**config.mk**
```make
export PLATFORM = sky130hd
export DESIGN_NAME = vldrdy_rr_arbiter
export DESIGN_NICKNAME = d
export VERILOG_FILES = /design/src/rtl/vldrdy_pkg.sv /design/src/rtl/vldrdy_rr_pick.sv /design/src/rtl/vldrdy_rr_arbiter.sv
export SDC_FILE = /design/constraint.sdc
export NUM_CORES = 1
export LEC_CHECK = 0
export ABC_CLOCK_PERIOD_IN_PS = 6500
export CAP_MARGIN = 20
export CORE_AREA = 2 2 69 71
export DETAILED_ROUTE_END_ITERATION = 10
export DIE_AREA = 0 0 71 73
export DONT_BUFFER_PORTS = 1
export SYNTH_ARGS = -nofsm -noshare
export SYNTH_HDL_FRONTEND = slang
export SYNTH_SLANG_ARGS = --single-unit
```
**constraint.sdc**
```tcl
create_clock -name clock -period 6.5 [get_ports clock]
set_input_delay 0.975 -clock clock [delete_from_list [all_inputs] [get_ports clock]]
set_output_delay 0.975 -clock clock [all_outputs]
set_load 0.005 [all_outputs]
```
**src/rtl/vldrdy_pkg.sv**
```systemverilog
// Shared types and helpers for the valid/ready arbitration fabric.
package vldrdy_pkg;

   typedef enum logic [1:0] {
      S_IDLE  = 2'd0,
      S_STALL = 2'd1,
      S_PKT   = 2'd2
   } arb_state_t;

   // Index width with a floor of one bit so N=1 style corners still elaborate.
   function automatic int idx_w(input int n);
      return (n <= 1) ? 1 : $clog2(n);
   endfunction

endpackage

```
**src/rtl/vldrdy_rr_pick.sv**
```systemverilog
// Combinational round-robin pick: first set request at or after ptr, wrapping modulo N.
module vldrdy_rr_pick
   import vldrdy_pkg::*;
#(
   parameter int N  = 4,
   parameter int IW = idx_w(N)
) (
   input  logic [N-1:0]  req,
   input  logic [IW-1:0] ptr,
   output logic          any,
   output logic [IW-1:0] idx
);

   localparam logic [IW:0] N_W = (IW+1)'(N);

   logic [2*N-1:0] dbl;
   logic [2*N-1:0] rot;
   logic [IW-1:0]  off;
   logic [IW:0]    sum;
   logic [IW:0]    wrapped;

   // After the shift, rot[j] holds req[(ptr + j) mod N] for j < N.
   assign dbl = {req, req};
   assign rot = dbl >> ptr;

   always_comb begin
      off = '0;
      for (int j = N - 1; j >= 0; j--) begin
         if (rot[j]) off = IW'(j);
      end
      any     = |req;
      sum     = {1'b0, ptr} + {1'b0, off};
      wrapped = sum - N_W;
      idx     = (sum >= N_W) ? wrapped[IW-1:0] : sum[IW-1:0];
   end

endmodule

```
**src/rtl/vldrdy_rr_arbiter.sv**
```systemverilog
// N-to-1 valid/ready round-robin arbiter with zero-latency data path and
// grant hold across downstream stalls and (optionally) whole packets.
module vldrdy_rr_arbiter
   import vldrdy_pkg::*;
#(
   parameter int N        = 4,
   parameter int DW       = 32,
   parameter bit PKT_MODE = 1'b1,
   parameter int IW       = idx_w(N)
) (
   input  logic            clock,
   input  logic            resetn,
   input  logic [N-1:0]    up_valid,
   output logic [N-1:0]    up_ready,
   input  logic [N*DW-1:0] up_data,
   input  logic [N-1:0]    up_last,
   output logic            dn_valid,
   input  logic            dn_ready,
   output logic [DW-1:0]   dn_data,
   output logic            dn_last,
   output logic [IW-1:0]   dn_id
);

   arb_state_t    st_q, st_d;
   logic [IW-1:0] ptr_q, ptr_d;
   logic [IW-1:0] lock_q, lock_d;

   logic          pick_any;
   logic [IW-1:0] pick_idx;
   logic [IW-1:0] grant;
   logic          fire;
   logic          done;
   logic [DW-1:0] data_arr [N];

   function automatic logic [IW-1:0] wrap_inc(input logic [IW-1:0] i);
      return (i == IW'(N - 1)) ? '0 : i + IW'(1);
   endfunction

   vldrdy_rr_pick #(.N(N), .IW(IW)) u_pick (
      .req (up_valid),
      .ptr (ptr_q),
      .any (pick_any),
      .idx (pick_idx)
   );

   assign grant    = (st_q == S_IDLE) ? pick_idx : lock_q;
   assign dn_valid = (st_q == S_IDLE) ? pick_any : up_valid[lock_q];
   assign dn_id    = grant;
   assign dn_data  = data_arr[grant];
   assign dn_last  = PKT_MODE ? up_last[grant] : 1'b1;
   assign fire     = dn_valid && dn_ready;
   // dn_last is forced high without packet mode, so every fire completes.
   assign done     = fire && dn_last;

   for (genvar gi = 0; gi < N; gi++) begin : g_lane
      assign data_arr[gi] = up_data[gi*DW +: DW];
      assign up_ready[gi] = fire && (grant == IW'(gi));
   end

   always_comb begin
      st_d   = st_q;
      ptr_d  = ptr_q;
      lock_d = lock_q;
      case (st_q)
         S_IDLE: begin
            if (done) begin
               ptr_d = wrap_inc(grant);
            end else if (dn_valid) begin
               lock_d = grant;
               st_d   = fire ? S_PKT : S_STALL;
            end
         end
         S_STALL: begin
            // A requester withdrawing valid mid-stall frees the channel without
            // charging it a turn.
            if (!up_valid[lock_q]) begin
               st_d = S_IDLE;
            end else if (done) begin
               st_d  = S_IDLE;
               ptr_d = wrap_inc(lock_q);
            end else if (fire) begin
               st_d = S_PKT;
            end
         end
         S_PKT: begin
            if (done) begin
               st_d  = S_IDLE;
               ptr_d = wrap_inc(lock_q);
            end
         end
         default: st_d = S_IDLE;
      endcase
   end

   always_ff @(posedge clock or negedge resetn) begin
      if (!resetn) begin
         st_q   <= S_IDLE;
         ptr_q  <= '0;
         lock_q <= '0;
      end else begin
         st_q   <= st_d;
         ptr_q  <= ptr_d;
         lock_q <= lock_d;
      end
   end

`ifndef SYNTHESIS
   a_stall_hold: assert property (@(posedge clock) disable iff (!resetn)
      (st_q == S_STALL) |-> up_valid[lock_q]);
   a_data_stable: assert property (@(posedge clock) disable iff (!resetn)
      (dn_valid && !dn_ready) |=> $stable(dn_data));
`endif

endmodule

```
**Word level (Yosys, flattened, before mapping)**

Index checks and enable logic that the tools add are counted.

- Add/sub/neg operators: 4
- Shift-type cells: 1
- Reductions and logical operators: 13
- Bitwise operators: 2
- Mux-type cells: 28
- Equality and inequality tests: 12
- Magnitude comparators: 4

Operators by type and width:

| kind | count |
|---|---|
| $bmux 32 s2 | 1 |
| $mux 32 | 2 |
| $mux 2 | 18 |
| $pmux 2 s3 | 2 |
| $ne 2x2->1 const B | 5 |
| $eq 2x2->1 const B | 4 |
| $shr 8x2->4 | 1 |
| $ge 3x3->1 const B | 2 |
| $logic_and 1x1->1 | 6 |
| $lt 2x3->1 const B | 2 |
| $reduce_and 3->1 | 2 |
| $add 2x1->2 const B | 2 |
| $bmux 1 s2 | 2 |
| $eq 2x1->1 const B | 2 |
| $logic_not 2->1 | 2 |
| $ne 4x4->1 const B | 1 |
| $reduce_and 4->1 | 1 |
| $reduce_or 4->1 | 1 |
| $add 2x2->3 | 1 |
| $mux 1 | 3 |
| $not 2->3 | 1 |
| $reduce_bool 3->1 | 1 |
| $sub 2x1->2 const B | 1 |
| $not 1->1 | 1 |

- Output and inout port bits: 40
- Word-level logic and storage cells: 67
- Flip-flop bits (word level): 6

**Logic depth before layout (Yosys ltp)**

- Depth after elaboration: 15
- Gate-level depth with buffers: 15
- Mapped depth without buffers: 13

**By module**

From an unflattened synthesis, not the netlist that was laid out.

- Cells, all modules: 299
- Area total of the unflattened synthesis: 1759.2 µm²

Modules (own cells, without submodules):

| module | area an instance (µm²) | times used | cells each |
|---|---|---|---|
| vldrdy_rr_arbiter | 1580.3 | 1 | 272 |
| vldrdy_rr_pick | 178.9 | 1 | 27 |

**Worst setup path before layout**

Ideal clock, no wire load.

- Path kind: input to output
- From: in up_valid[0]
- To: out up_ready[0]
- Arrival: 3659 ps
- Slack: 1866 ps
- Buffers on the path: 3
- Stages on the path: 14
- Required time: 5525 ps
- Path through: clkbuf_1 > inv_1 > o21ai_0 > a21oi_1 > o31a_1 > ha_1 > xor2_1 > or4_1 > o311a_4 > nand2_1 > buf_2 > buf_2 > ha_1 > and2_1

- Longest elaborated chain between the ends: 11
- Elaborated cells on any way between the ends: 17
- Those cells by class: add/sub (2); order compare (1); shift (1); mux (9); reduce/logical (4)

Ends and longest elaborated chain:

| element | line | text |
|---|---|---|
| start, declared | vldrdy_rr_arbiter.sv:13 | `input logic [N-1:0] up_valid,` |
| $shr 8x2->4 | vldrdy_rr_pick.sv:24 | `assign rot = dbl >> ptr;` |
| $mux 2 (4 in series) | vldrdy_rr_pick.sv:29 | `if (rot[j]) off = IW'(j);` |
| $add 2x2->3 | vldrdy_rr_pick.sv:32 | `sum = {1'b0, ptr} + {1'b0, off};` |
| $ge 3x3->1 / $sub 2x1->2 (equally long branches) | vldrdy_rr_pick.sv:34, vldrdy_rr_pick.sv:33 |  |
| $mux 2 | vldrdy_rr_pick.sv:34 | `idx = (sum >= N_W) ? wrapped[IW-1:0] : sum[IW-1:0];` |
| $mux 2 | vldrdy_rr_arbiter.sv:46 | `assign grant = (st_q == S_IDLE) ? pick_idx : lock_q;` |
| $logic_not 2->1 | vldrdy_rr_arbiter.sv:57 | `assign up_ready[gi] = fire && (grant == IW'(gi));` |
| $logic_and 1x1->1 * | vldrdy_rr_arbiter.sv:57 |  |
| end, declared | vldrdy_rr_arbiter.sv:14 | `output logic [N-1:0] up_ready,` |

Every way passes the cells marked *; elsewhere a longest branch is shown, timed or not. The select of a mux whose other input is x is not followed.

**Worst setup path after layout**

Ends and elaborated chain as after synthesis.

==> results_dict.tcl <==
set metrics [dict create \
    grtUsageTotal 0.2090 \
    path_clk_slew_ps 40 \
    drtAntennaViolNets 0 \
    routed_wl_um 6086 \
    ios 179 \
    synth_nets 402 \
    setup_violations 0 \
    antenna_found_initial 2 \
    cts_tree "done" \
    area_growth_pct 1.815 \
    clock_path_buffers 2 \
    synth_top_area_frac 0.1815 \
    crit_path_frequent_cell "ha_1" \
    num_rows 25 \
    cap_violations 0 \
    cts.sinks 6 \
    p_leak_nw 0.7809 \
    setup_tns_ps 0 \
    ys_async_sr_fraction 1.000 \
    required_ps 5520 \
    crit_fanout 36 \
    synth_edf_count 0 \
    fin_nets 387 \
    diodes 0 \
    place_inst 287 \
    yosysTopAreaCell "mux2i_1" \
    hpwl_um 4851 \
    die_h_um 73 \
    grt_overflow 0 \
    start_kind "primary input" \
    cts_resized 0 \
    fin_cells 290 \
    coreArea_um2 4536 \
    rrSetupSlack_ps 2540 \
    hold_path.class "primary input to async pin" \
    hold_ws_ps 444.5 \
    status "complete, no violations" \
    end_kind "output pin" \
    die_area_um2 5183 \
    start_util 0.4257 \
    ys_types 49 \
    criticalPathCategory "primary input to output pin" \
    vias 1878 \
    min_period_ps 5046 \
    grt_pass1_wl_um 8576 \
    first_pass_iters 4 \
    cts-root-buf "clkbuf_8" \
    cts_buffers 3 \
    finalClockSkew_ps 4.029 \
    place.gp.congestion 0.8750 \
    worst_path_max_delay_cell "nand2_2" \
    cp.arrival_ps 4070 \
    clock.fmax_mhz 198.2 \
    cp_cell_sequence "inv_1 > o21ai_0 > a21oi_1 > o31a_1 > ha_1 > xor2_1 > o22ai_1 > a31oi_1 > nand2_2 > buf_4 > ha_1 > and2_1" \
    die_w_um 71 \
    postCtsHoldBufs 0 \
    grt_pass1_vias 1642 \
    ir_worst_vdd_v 0.0004368 \
    layout_common_cells "a21oi_1, and2_1, mux2i_1, a211oi_1, ha_1" \
    yosys-top-cells-area "mux2i_1, a211oi_1, and2_1" \
    clk-insertion-delay-late_ps 230 \
    seq_area_frac_synth 0.07777 \
    drtIter0Drc 43 \
    numPortBuffers 0 \
    grt_max_degree 44 \
    p_per_area_nw_per_um2 782.2 \
    vias_per_cell 6.476 \
    layout-drive-gt1-share 0.08898 \
    syn_area_per_cell_um2 7.631 \
    setup_ws_ps 1454 \
    ys_warn_count 0 \
    relSlewSlack 0.4047 \
    wl_per_cell_um 20.99 \
    synth_area_um2 1931 \
    drc 0 \
    fin_crit_sh 0.7764 \
    power_mw 1.538 \
    rsz0062_at_grt "no" \
    synth_cells 253 \
    maxSlewViolCount 0 \
    max_stage_delay_ps 500 \
    cts_setup_buffers 0 \
    dp_slack_ps 1472 \
    ys_ff_latch 6 \
    synth_ff_type "dfrtp_1" \
    hold_viol_final 0 \
    worstMarginPinSlew_ps 891.7 \
    htree_num_levels 1 \
]
cells in the mapped netlist (all sizes together) (2+ instances only):
cell type,count
buf,8
nand3,3
o221ai,2
dfrtp,6
ha,10
a21oi,36
nand2,9
clkbuf,15
nor4,3
o21ai,5
a211oi,32
nor2,5
nor4b,3
nor3b,2
and2,36
mux2,6
nor3,2
inv,8
or4,3
mux2i,36
worst paths after layout:
path	start	to	cells past startpoint
worst min-delay path	resetn	lock_q[1]	0
worst max register to register	ptr_q[1]	ptr_q[1]	12
min in group clock	lock_q[1]	lock_q[1]	1
worst min register to register	lock_q[1]	lock_q[1]	1
worst max-delay path	up_valid[0]	up_ready[0]	12
max in group asynchronous	resetn	ptr_q[0]	0
routing by layer:
layer / vias to the layer above / global-route usage / routed length, um
met3: 7 / 0.1229 / 884
met2: 95 / 0.3053 / 2693
met4: 4 / 0.03983 / 31
met5: - / 0 / 26
li1: 924 / - / -
met1: 848 / 0.2681 / 2450
where the power goes:
part / switching [mW] / leakage (nW) / total, mW / internal [mW]
clock network: 0.0159 / 0.0216 / 0.0556 / 0.0398
registers: 0.0312 / 0.0729 / 0.0892 / 0.0580
logic: 0.844 / 0.686 / 1.39 / 0.549
stage by stage:
stage                       util  area (um^2)
final                     0.4334         1966
after global routing      0.4334         1966
after CTS                 0.4334         1966
after detailed placement  0.4243         1924
after global placement    0.4243         1924
after floorplan                -         1931
final cells by class:
type	instances	area (um^2)
clock buffer	3	41.29
fill	479	2570
inverter	8	30.03
multi-input combinational	216	1654
sequential	6	150.1
tap	54	67.56
timing repair buffer	3	22.52
flip-flops by register name (all words and copies together) (netlist names):
signal	cells
lock_q	2
ptr_q	2
st_q	2
cells by family after synthesis:
group	synth area share
xor+xnor	0.004537
fa+ha+maj	0.06481
buf+inv	0.06675
compound gates	0.3111
simple gates	0.2398
mux	0.2353
flops	0.07777
worst max-delay path: cells and delay by family:
family / cells / cell delay, ps
AO/OA/AOI/OAI: 5 / 1110
buffers and inverters: 2 / 470
AND/OR/NAND/NOR: 2 / 660
adder cells (fa/ha/maj): 2 / 410
XOR/XNOR: 1 / 430
Power figures use the tool's default switching activity.
